### config.mk
export PLATFORM = sky130hd
export DESIGN_NAME = mem_access
export DESIGN_NICKNAME = d
export VERILOG_FILES = /design/src/rtl/mem_access.sv
export SDC_FILE = /design/constraint.sdc
export NUM_CORES = 1
export LEC_CHECK = 0
export CORE_UTILIZATION = 39
export CTS_BUF_LIST = sky130_fd_sc_hd__clkbuf_4 sky130_fd_sc_hd__clkbuf_8 sky130_fd_sc_hd__clkbuf_16
export DETAILED_ROUTE_END_ITERATION = 7
export GPL_ROUTABILITY_DRIVEN = 0
export PLACE_DENSITY = 0.78
export SLEW_MARGIN = 20
export SYNTH_ARGS = -nofsm -noshare
export SYNTH_HDL_FRONTEND = slang
export SYNTH_SLANG_ARGS = --single-unit
### constraint.sdc
create_clock -name CLK -period 9.5 [get_ports CLK]
set_input_delay 2.85 -clock CLK [delete_from_list [all_inputs] [get_ports CLK]]
set_output_delay 2.85 -clock CLK [all_outputs]
set_load 0.005 [all_outputs]
### src/rtl/mem_access.sv
// Memory-access stage: issues loads/stores on a req/ack bus and stalls the PC until the access completes.
// Optional misalignment trap enabled by defining MEM_ALIGN_CHECK_EN.
module mem_access #(
    parameter int unsigned TIMEOUT = 16
) (
    input  logic        CLK,
    input  logic        RST,
    input  logic        InsValid,
    input  logic [31:0] Ins,
    input  logic [31:0] Result,
    input  logic [31:0] Rdata2,
    output logic        Stall,
    output logic [31:0] WbData,
    output logic        BusErr,
    output logic        AdrErr,
    output logic        MemReq,
    output logic        MemWe,
    output logic [31:0] MemAddr,
    output logic [3:0]  MemBe,
    output logic [31:0] MemWdata,
    input  logic [31:0] MemRdata,
    input  logic        MemAck
);

    localparam int unsigned CW = (TIMEOUT > 2) ? $clog2(TIMEOUT) : 1;

    localparam logic [1:0] SZ_B = 2'd0;
    localparam logic [1:0] SZ_H = 2'd1;
    localparam logic [1:0] SZ_W = 2'd2;

    typedef enum logic [1:0] {IDLE, REQ, DONE} state_t;

    state_t        state_q, state_d;
    logic [1:0]    size_q, size_d;
    logic          sign_q, sign_d;
    logic          we_q, we_d;
    logic [31:0]   addr_q, addr_d;
    logic [3:0]    be_q, be_d;
    logic [31:0]   wdata_q, wdata_d;
    logic [31:0]   load_data_q, load_data_d;
    logic [CW-1:0] cnt_q, cnt_d;
    logic          mem_req_q, mem_req_d;
    logic          bus_err_q, bus_err_d;
    logic          adr_err_q, adr_err_d;

    logic          dec_mem, dec_store, dec_sign, misaligned, timeout_hit;
    logic [1:0]    dec_size;
    logic [3:0]    dec_be;
    logic [31:0]   dec_wdata, ld_ext;
    logic [7:0]    ld_byte;
    logic [15:0]   ld_half;
    logic          unused_ins_bits;

    assign unused_ins_bits = ^Ins[25:0];

    // Opcode decode plus lane-placed byte enables and replicated store data
    always_comb begin
        dec_mem   = 1'b1;
        dec_store = 1'b0;
        dec_sign  = 1'b0;
        dec_size  = SZ_W;
        case (Ins[31:26])
            6'h20:   begin dec_size = SZ_B; dec_sign = 1'b1; end
            6'h21:   begin dec_size = SZ_H; dec_sign = 1'b1; end
            6'h23:   dec_size = SZ_W;
            6'h24:   dec_size = SZ_B;
            6'h25:   dec_size = SZ_H;
            6'h28:   begin dec_size = SZ_B; dec_store = 1'b1; end
            6'h29:   begin dec_size = SZ_H; dec_store = 1'b1; end
            6'h2B:   begin dec_size = SZ_W; dec_store = 1'b1; end
            default: dec_mem = 1'b0;
        endcase

        case (dec_size)
            SZ_B: begin
                dec_be    = 4'b0001 << Result[1:0];
                dec_wdata = {4{Rdata2[7:0]}};
            end
            SZ_H: begin
                dec_be    = Result[1] ? 4'b1100 : 4'b0011;
                dec_wdata = {2{Rdata2[15:0]}};
            end
            default: begin
                dec_be    = 4'b1111;
                dec_wdata = Rdata2;
            end
        endcase

`ifdef MEM_ALIGN_CHECK_EN
        misaligned = ((dec_size == SZ_H) && Result[0]) ||
                     ((dec_size == SZ_W) && (Result[1:0] != 2'b00));
`else
        misaligned = 1'b0;
`endif
    end

    // Lane selection and extension of the returned word, driven by the latched access
    always_comb begin
        case (addr_q[1:0])
            2'd0:    ld_byte = MemRdata[7:0];
            2'd1:    ld_byte = MemRdata[15:8];
            2'd2:    ld_byte = MemRdata[23:16];
            default: ld_byte = MemRdata[31:24];
        endcase
        ld_half = addr_q[1] ? MemRdata[31:16] : MemRdata[15:0];
        case (size_q)
            SZ_B:    ld_ext = sign_q ? {{24{ld_byte[7]}}, ld_byte} : {24'd0, ld_byte};
            SZ_H:    ld_ext = sign_q ? {{16{ld_half[15]}}, ld_half} : {16'd0, ld_half};
            default: ld_ext = MemRdata;
        endcase
    end

    assign timeout_hit = (TIMEOUT != 0) && (32'(cnt_q) == TIMEOUT - 1);

    always_comb begin
        state_d     = state_q;
        size_d      = size_q;
        sign_d      = sign_q;
        we_d        = we_q;
        addr_d      = addr_q;
        be_d        = be_q;
        wdata_d     = wdata_q;
        load_data_d = load_data_q;
        cnt_d       = cnt_q;
        mem_req_d   = 1'b0;
        bus_err_d   = 1'b0;
        adr_err_d   = 1'b0;
        Stall       = 1'b0;
        case (state_q)
            IDLE: begin
                if (InsValid && dec_mem) begin
                    Stall   = 1'b1;
                    size_d  = dec_size;
                    sign_d  = dec_sign;
                    we_d    = dec_store;
                    addr_d  = Result;
                    be_d    = dec_be;
                    wdata_d = dec_wdata;
                    if (misaligned) begin
                        state_d     = DONE;
                        adr_err_d   = 1'b1;
                        load_data_d = 32'd0;
                    end else begin
                        state_d   = REQ;
                        cnt_d     = '0;
                        mem_req_d = 1'b1;
                    end
                end
            end
            REQ: begin
                Stall = 1'b1;
                // An ack arriving in the timeout cycle still completes the access normally
                if (MemAck) begin
                    state_d = DONE;
                    if (!we_q) begin
                        load_data_d = ld_ext;
                    end
                end else if (timeout_hit) begin
                    state_d     = DONE;
                    load_data_d = 32'd0;
                    bus_err_d   = 1'b1;
                end else begin
                    mem_req_d = 1'b1;
                    cnt_d     = cnt_q + CW'(1);
                end
            end
            DONE:    state_d = IDLE;
            default: state_d = IDLE;
        endcase
    end

    always_ff @(posedge CLK or posedge RST) begin
        if (RST) begin
            state_q     <= IDLE;
            size_q      <= SZ_B;
            sign_q      <= 1'b0;
            we_q        <= 1'b0;
            addr_q      <= 32'd0;
            be_q        <= 4'd0;
            wdata_q     <= 32'd0;
            load_data_q <= 32'd0;
            cnt_q       <= '0;
            mem_req_q   <= 1'b0;
            bus_err_q   <= 1'b0;
            adr_err_q   <= 1'b0;
        end else begin
            state_q     <= state_d;
            size_q      <= size_d;
            sign_q      <= sign_d;
            we_q        <= we_d;
            addr_q      <= addr_d;
            be_q        <= be_d;
            wdata_q     <= wdata_d;
            load_data_q <= load_data_d;
            cnt_q       <= cnt_d;
            mem_req_q   <= mem_req_d;
            bus_err_q   <= bus_err_d;
            adr_err_q   <= adr_err_d;
        end
    end

    assign MemReq   = mem_req_q;
    assign MemWe    = we_q;
    assign MemAddr  = {addr_q[31:2], 2'b00};
    assign MemBe    = be_q;
    assign MemWdata = wdata_q;
    assign BusErr   = bus_err_q;
    assign AdrErr   = adr_err_q;
    assign WbData   = ((state_q == DONE) && !we_q) ? load_data_q : Result;

endmodule

==> run metrics, run 1 <==
status complete, no violations; maxcap violations 0; flops & latches, synth about 110; Least-Margin Pin Slew 1050 ps; CTS Buf Count 9; Worst EP arrival 4670 ps; Wirelength per Cell between 15 and 20 µm; H-tree lvl count 3; origin of the worst min-delay path addr_q[15]; crit path cell chain clkdlybuf4s50_1 > nor2b_2 > o22ai_2 > a31oi_1 > nor2_1 > clkdlybuf4s50_1; Via-to-Cell Ratio 5.50; CTS tree done; kind of start point of the critical path input pin; unrepaired setup endpoints after global routing no; most common flop cell mapped by yosys dfrtp_1; Critical R2R Capture addr_q[20]; fmax between 100 and 150 MHz; Final Max Tran Viols 0; die height ~120 µm; Finished Layout Cells 874; Post-Synthesis Cell Area a little under 6000 µm²; initial core utilization 0.400; Setup Crit Path Kind in2out; full die area 15400 µm²; reg2reg path depth 5; internal reg-to-reg setup slack 6800 ps; first-pass GRT wire length 25400 µm; Ant. Diodes 0; fraction of layout cells with a size suffix above 1 0.167; Pleak 3.28 nW; post-synthesis cell type count 48; Post-synth ARST share 1.00; Post-synth EDFFs 0; end of the worst hold path addr_q[15]; Antenna Nets Post-Route 0; CP Data Required Time between 6000 and 7000 ps; RR Startpoint state_q[0]; Synth Warn # 0; Core Rows 44; Root Driver clkbuf_16; final net count between 800 and 900; slowest stage delay, CP 770 ps; Mapped Avg Cell Area roughly 11 µm²; Slew HR 0.301; pwr dens roughly 190 nW/µm²; most instantiated cells after synthesis 112 x dfrtp_1, 86 x o21ai_0, 78 x mux2_2; final WL about 17000 µm; Hold Path Cell Cnt 1; CP Buf/Inv Count 2; cell family with most CP delay buffers and inverters; Clock Latency Late Sink 350 ps; Via Count 4810; Initial DRT Pass Iterations 5; # setup viols final 0; min cycle time layout approximately 7500 ps; Setup TNS 0 ps; Setup Skew roughly 8.4 ps; Reg clk slew, reported paths about 70 ps; Total GRT Usage 0.217; DRT iter0 DRCs 275; Post-CTS Setup Bufs 0; cts hold-fix bufs 0; Remaining DRCs 0; post-synth top area share 0.482; largest net degree at the start of global routing 74; post_cts resized 0; sequential area share after synthesis 0.482; Mapped Cells between 500 and 600; CP endpoint kind primary output; Die Wd 124 µm; DP Cell Count roughly 860; post-synth top area cell dfrtp_1; cell mode on critical path clkdlybuf4s50_1; top-count cell post-synth dfrtp_1; total gr overflow 0; Layout Area Growth over Synthesis 38.5%; CTS sink count between 100 and 150; initial antenna violation count 0; I/O Pins about 240; Detail Placement HPWL approximately 12000 µm; total core area roughly 15000 µm²; VDD IR max roughly 120 µV; crit-path max FO 9; deepest clock path buffer count 2; slowest CP cell clkdlybuf4s50_1; Final Cycle Share 0.791; final hold viol count 0; Area contributors post-synth dfrtp_1 48%, mux2_2 15%, o21ai_0 7.4%; vias in the first global route 4855; Hold WC Path Type reg2reg; number of I/O port buffers about 210
## registers in the layout (all words and copies together), names as in the netlist
register / cells
MemReq: 1
BusErr: 1
sign_q: 1
state_q: 2
cnt_q: 4
MemWe: 1
MemWdata: 32
addr_q: 32
MemBe: 4
load_data_q: 32
size_q: 2
## layout make-up
class | count | area [µm²]
Clock buffer | 12 | 260
Clock inverter | 3 | 25.0
Fill cell | 1247 | 6480
Inverter | 7 | 28.8
Multi-Input combinational cell | 344 | 2590
Sequential cell | 112 | 2800
Tap cell | 184 | 230
Timing Repair Buffer | 212 | 2110
## worst max path at each step
stage | slack, ps | to | cells past startpoint | start
floorplan | 3170 | Stall | 5 | Ins[26]
global placement | 1990 | Stall | 6 | Ins[26]
detailed placement | 1960 | Stall | 6 | Ins[26]
CTS | 1960 | Stall | 6 | Ins[26]
global route | 1890 | Stall | 6 | Ins[26]
finish | 1980 | Stall | 6 | Ins[26]
## where the power goes
part	switching, mW	internal, mW
sequential	0.0885	0.608
clock	0.176	0.196
combinational	0.171	0.298
## per-layer routing
| layer | track usage | share of wire | vias to the layer above | routed length (µm) |
|---|---|---|---|---|
| met1 | 0.276 | 0.41 | 2359 | 6870 |
| met5 | 0 | 0 | - | 0 |
| li1 | - | - | 2200 | - |
| met2 | 0.348 | 0.48 | 209 | 7960 |
| met4 | 0.0923 | 0.033 | 0 | 542 |
| met3 | 0.0568 | 0.073 | 42 | 1200 |
## per-stage QoR
step,utilization,worst slack [ps],power [mW],hold slack [ps],cell area [µm²]
after global routing,0.554,1890,1.63,521,8050
after CTS,0.554,1960,1.55,493,8050
after detailed placement,0.534,1960,1.17,474,7760
final,0.554,1980,1.54,489,8050
after floorplan,-,3170,0.930,444,5820
after global placement,0.534,1990,1.15,470,7760
## logic make-up after synthesis
family,Yosys count,synth area share
buf+inv,71,0.0758
fa+ha+maj,1,0.00215
xor+xnor,2,0.00302
compound gates,145,0.154
flops,112,0.482
other cells,1,0.000645
mux,107,0.202
simple gates,86,0.0808
## layout by cell type (no fill, tap or decap), types with 7 or more instances in the layout
cell             count
a221o_1             16
mux2i_1             27
o21ai_0             86
clkdlybuf4s50_1    207
mux2_2              78
dfrtp_1            112
nor2_1               7
nand2_1             37
a21oi_1             17
clkbuf_16            9
or3_1                8
Power figures use the tool's default switching activity.
==> run 2, diff against run 1 <==
Clock period 9.5 ns to 7.8 ns, I/O delays scaled along.
==> run 2 against run 1 <==
Effect of this change:
- cell area about the same
- sequential share of layout area about the same
- core utilization down 0.052 points
- sequential power up 21%
- setup slack worse by 700 ps
- combinational power up 22%
- via count down 0.42%
- clock power up 21%
- largest cell class unchanged
- highest routed layer unchanged
==> run metrics, run 2 (synthesis gave the netlist of run 1 again) <==
most frequent cells in the layout 207 x clkdlybuf4s50_1, 112 x dfrtp_1, 86 x o21ai_0, 78 x mux2_2, 37 x nand2_1; CP endpoint kind primary output; Ant. Diodes 0 (unchanged); Psw 0.541 mW (+24%); kind of start point of the critical path input pin; largest net degree at the start of global routing 74 (unchanged); number of I/O port buffers 207 (unchanged); CTS tree done; Setup TNS 0 ps (unchanged); total core area 14500 µm² (unchanged); crit-path max FO 9 (unchanged); Finished Layout Cells 875 (+0.11%); most common cell after layout, fill and taps aside clkdlybuf4s50_1; fmax 153 MHz; final setup slack of the worst path 1280 ps (-701 ps); final net count 819 (unchanged); Wirelength per Cell 18.9 µm (-0.50%); Layout Area Growth over Synthesis 38.4% (about the same); switching share of power 0.290 (+0.00687); total power 1.87 mW (+21%); Final Max Tran Viols 0 (unchanged); Setup Skew 11.0 ps (+2.62 ps); Post-CTS Setup Bufs 0 (unchanged); Worst EP arrival 4180 ps (-490 ps); DRT iter0 DRCs 317 (+15%); Remaining DRCs 0 (unchanged); Core Rows 44 (unchanged); Fillers 1242 (-0.40%); part of the power in registers 0.453 (about the same); cell family with most CP delay buffers and inverters; slowest CP cell clkdlybuf4s50_1; die height 124 µm (unchanged); maxcap violations 0 (unchanged); Placed Area 7760 µm² (unchanged); Setup Crit Path Kind in2out; Die Wd 124 µm (unchanged); CTS Buf Count 9 (unchanged); crit path launch Ins[26]; slowest stage delay, CP 780 ps (about the same); pwr dens 232 nW/µm² (+22%); unrepaired setup endpoints after global routing no; cell-internal power 1.33 mW (+20%); cts hold-fix bufs 0 (unchanged); DP Cell Count 859 (unchanged); Detail Placement HPWL 11900 µm (-0.50%); cell mode on critical path clkdlybuf4s50_1; crit path cell chain clkdlybuf4s50_1 > nor2b_2 > o22ai_2 > a31oi_1 > nor2_1 > clkdlybuf4s50_1; initial antenna violation count 0 (unchanged); Reg clk slew, reported paths 80 ps (about the same); Slew HR 0.310 (+0.00816); initial core utilization 0.400 (unchanged); CP Data Required Time 5460 ps (-1190 ps); Pleak 3.28 nW (-0.15%); Root Driver clkbuf_16; Via-to-Cell Ratio 5.47 (-0.53%); min cycle time layout between 6000 and 7000 ps; Total GRT Usage 0.217 (about the same); full die area 15400 µm² (unchanged); VDD IR max 122 µV (+5.3%); RR Startpoint state_q[0]; post_cts resized 0 (unchanged); CP Buf/Inv Count 2 (unchanged); vias in the first global route 4747 (-2.2%); status complete, no violations; Comb power frac 0.307 (+0.002); Least-Margin Pin Slew 1040 ps (-11.0 ps); Final Cell Area 8040 µm² (about the same); Clock Latency Late Sink 370 ps (+20 ps); first-pass GRT wire length 25200 µm (-0.95%); total gr overflow 0 (unchanged); deepest clock path buffer count 2 (unchanged); Hold WC Path Type reg2reg; I/O Pins 237 (unchanged); Via Count 4790 (-0.42%); fraction of layout cells with a size suffix above 1 0.168 (+0.00121); worst slack, placed 1290 ps (-666 ps); Antenna Nets Post-Route 0 (unchanged); final WL 16500 µm (-0.39%); Final Cycle Share 0.836; Clock Power Share 0.240 (-0.002); # setup viols final 0 (unchanged); H-tree lvl count 3 (unchanged); origin of the worst min-delay path load_data_q[2]; CTS sink count 112 (unchanged); final hold viol count 0 (unchanged); Initial DRT Pass Iterations 5 (unchanged)
-- run 2: per-layer routing --
metal  track usage  up-vias  wire length [µm]
met4        0.0885        0               388
met5             0        -                 0
li1              -     2195                 -
met1         0.278     2393              6990
met2         0.349      174              8010
met3        0.0540       28              1110
-- run 2: metrics by stage --
| stage | hold slack, ps | utilization |
|---|---|---|
| 5_1_grt | 512 | 0.553 |
| 4_1_cts | 494 | 0.553 |
| 3_3_place_gp | 470 | 0.534 |
| 2_1_floorplan | 444 | - |
| 6_report | 489 | 0.553 |
| 3_5_place_dp | 476 | 0.534 |
-- run 2: area by class of cell --
cell class | count | area, µm² | area share
Sequential cell | 112 | 2800 | 0.348
Multi-Input combinational cell | 344 | 2590 | 0.322
Timing Repair Buffer | 212 | 2110 | 0.262
Clock buffer | 10 | 233 | 0.0289
Tap cell | 184 | 230 | 0.0286
Clock inverter | 6 | 45.0 | 0.00560
Inverter | 7 | 28.8 | 0.00358
-- run 2: final timing paths --
kind	to	slack, ps	depth (start not counted)
max in group asynchronous	load_data_q[27]	4110	3
setup reg to reg	addr_q[20]	5080	5
hold / removal	load_data_q[2]	490	2
setup / recovery	Stall	1280	6
hold reg to reg	load_data_q[2]	490	2
min in group asynchronous	addr_q[10]	2360	2
-- run 2: power by group through the flow --
stage               combinational [mW]  sequential, mW  clock, mW
floorplan                        0.312           0.821          0
global route                     0.626           0.868      0.477
global placement                 0.558           0.847          0
detailed placement               0.572           0.856          0
finish                           0.572           0.846      0.449
CTS                              0.577           0.846      0.459
-- run 2: worst reg2reg max path, cell delays in order (launching register included) --
cell	delay [ps]
dfrtp_1	460
nor3b_2	320
nand2_1	570
nor2_2	440
buf_4	410
mux2_2	410
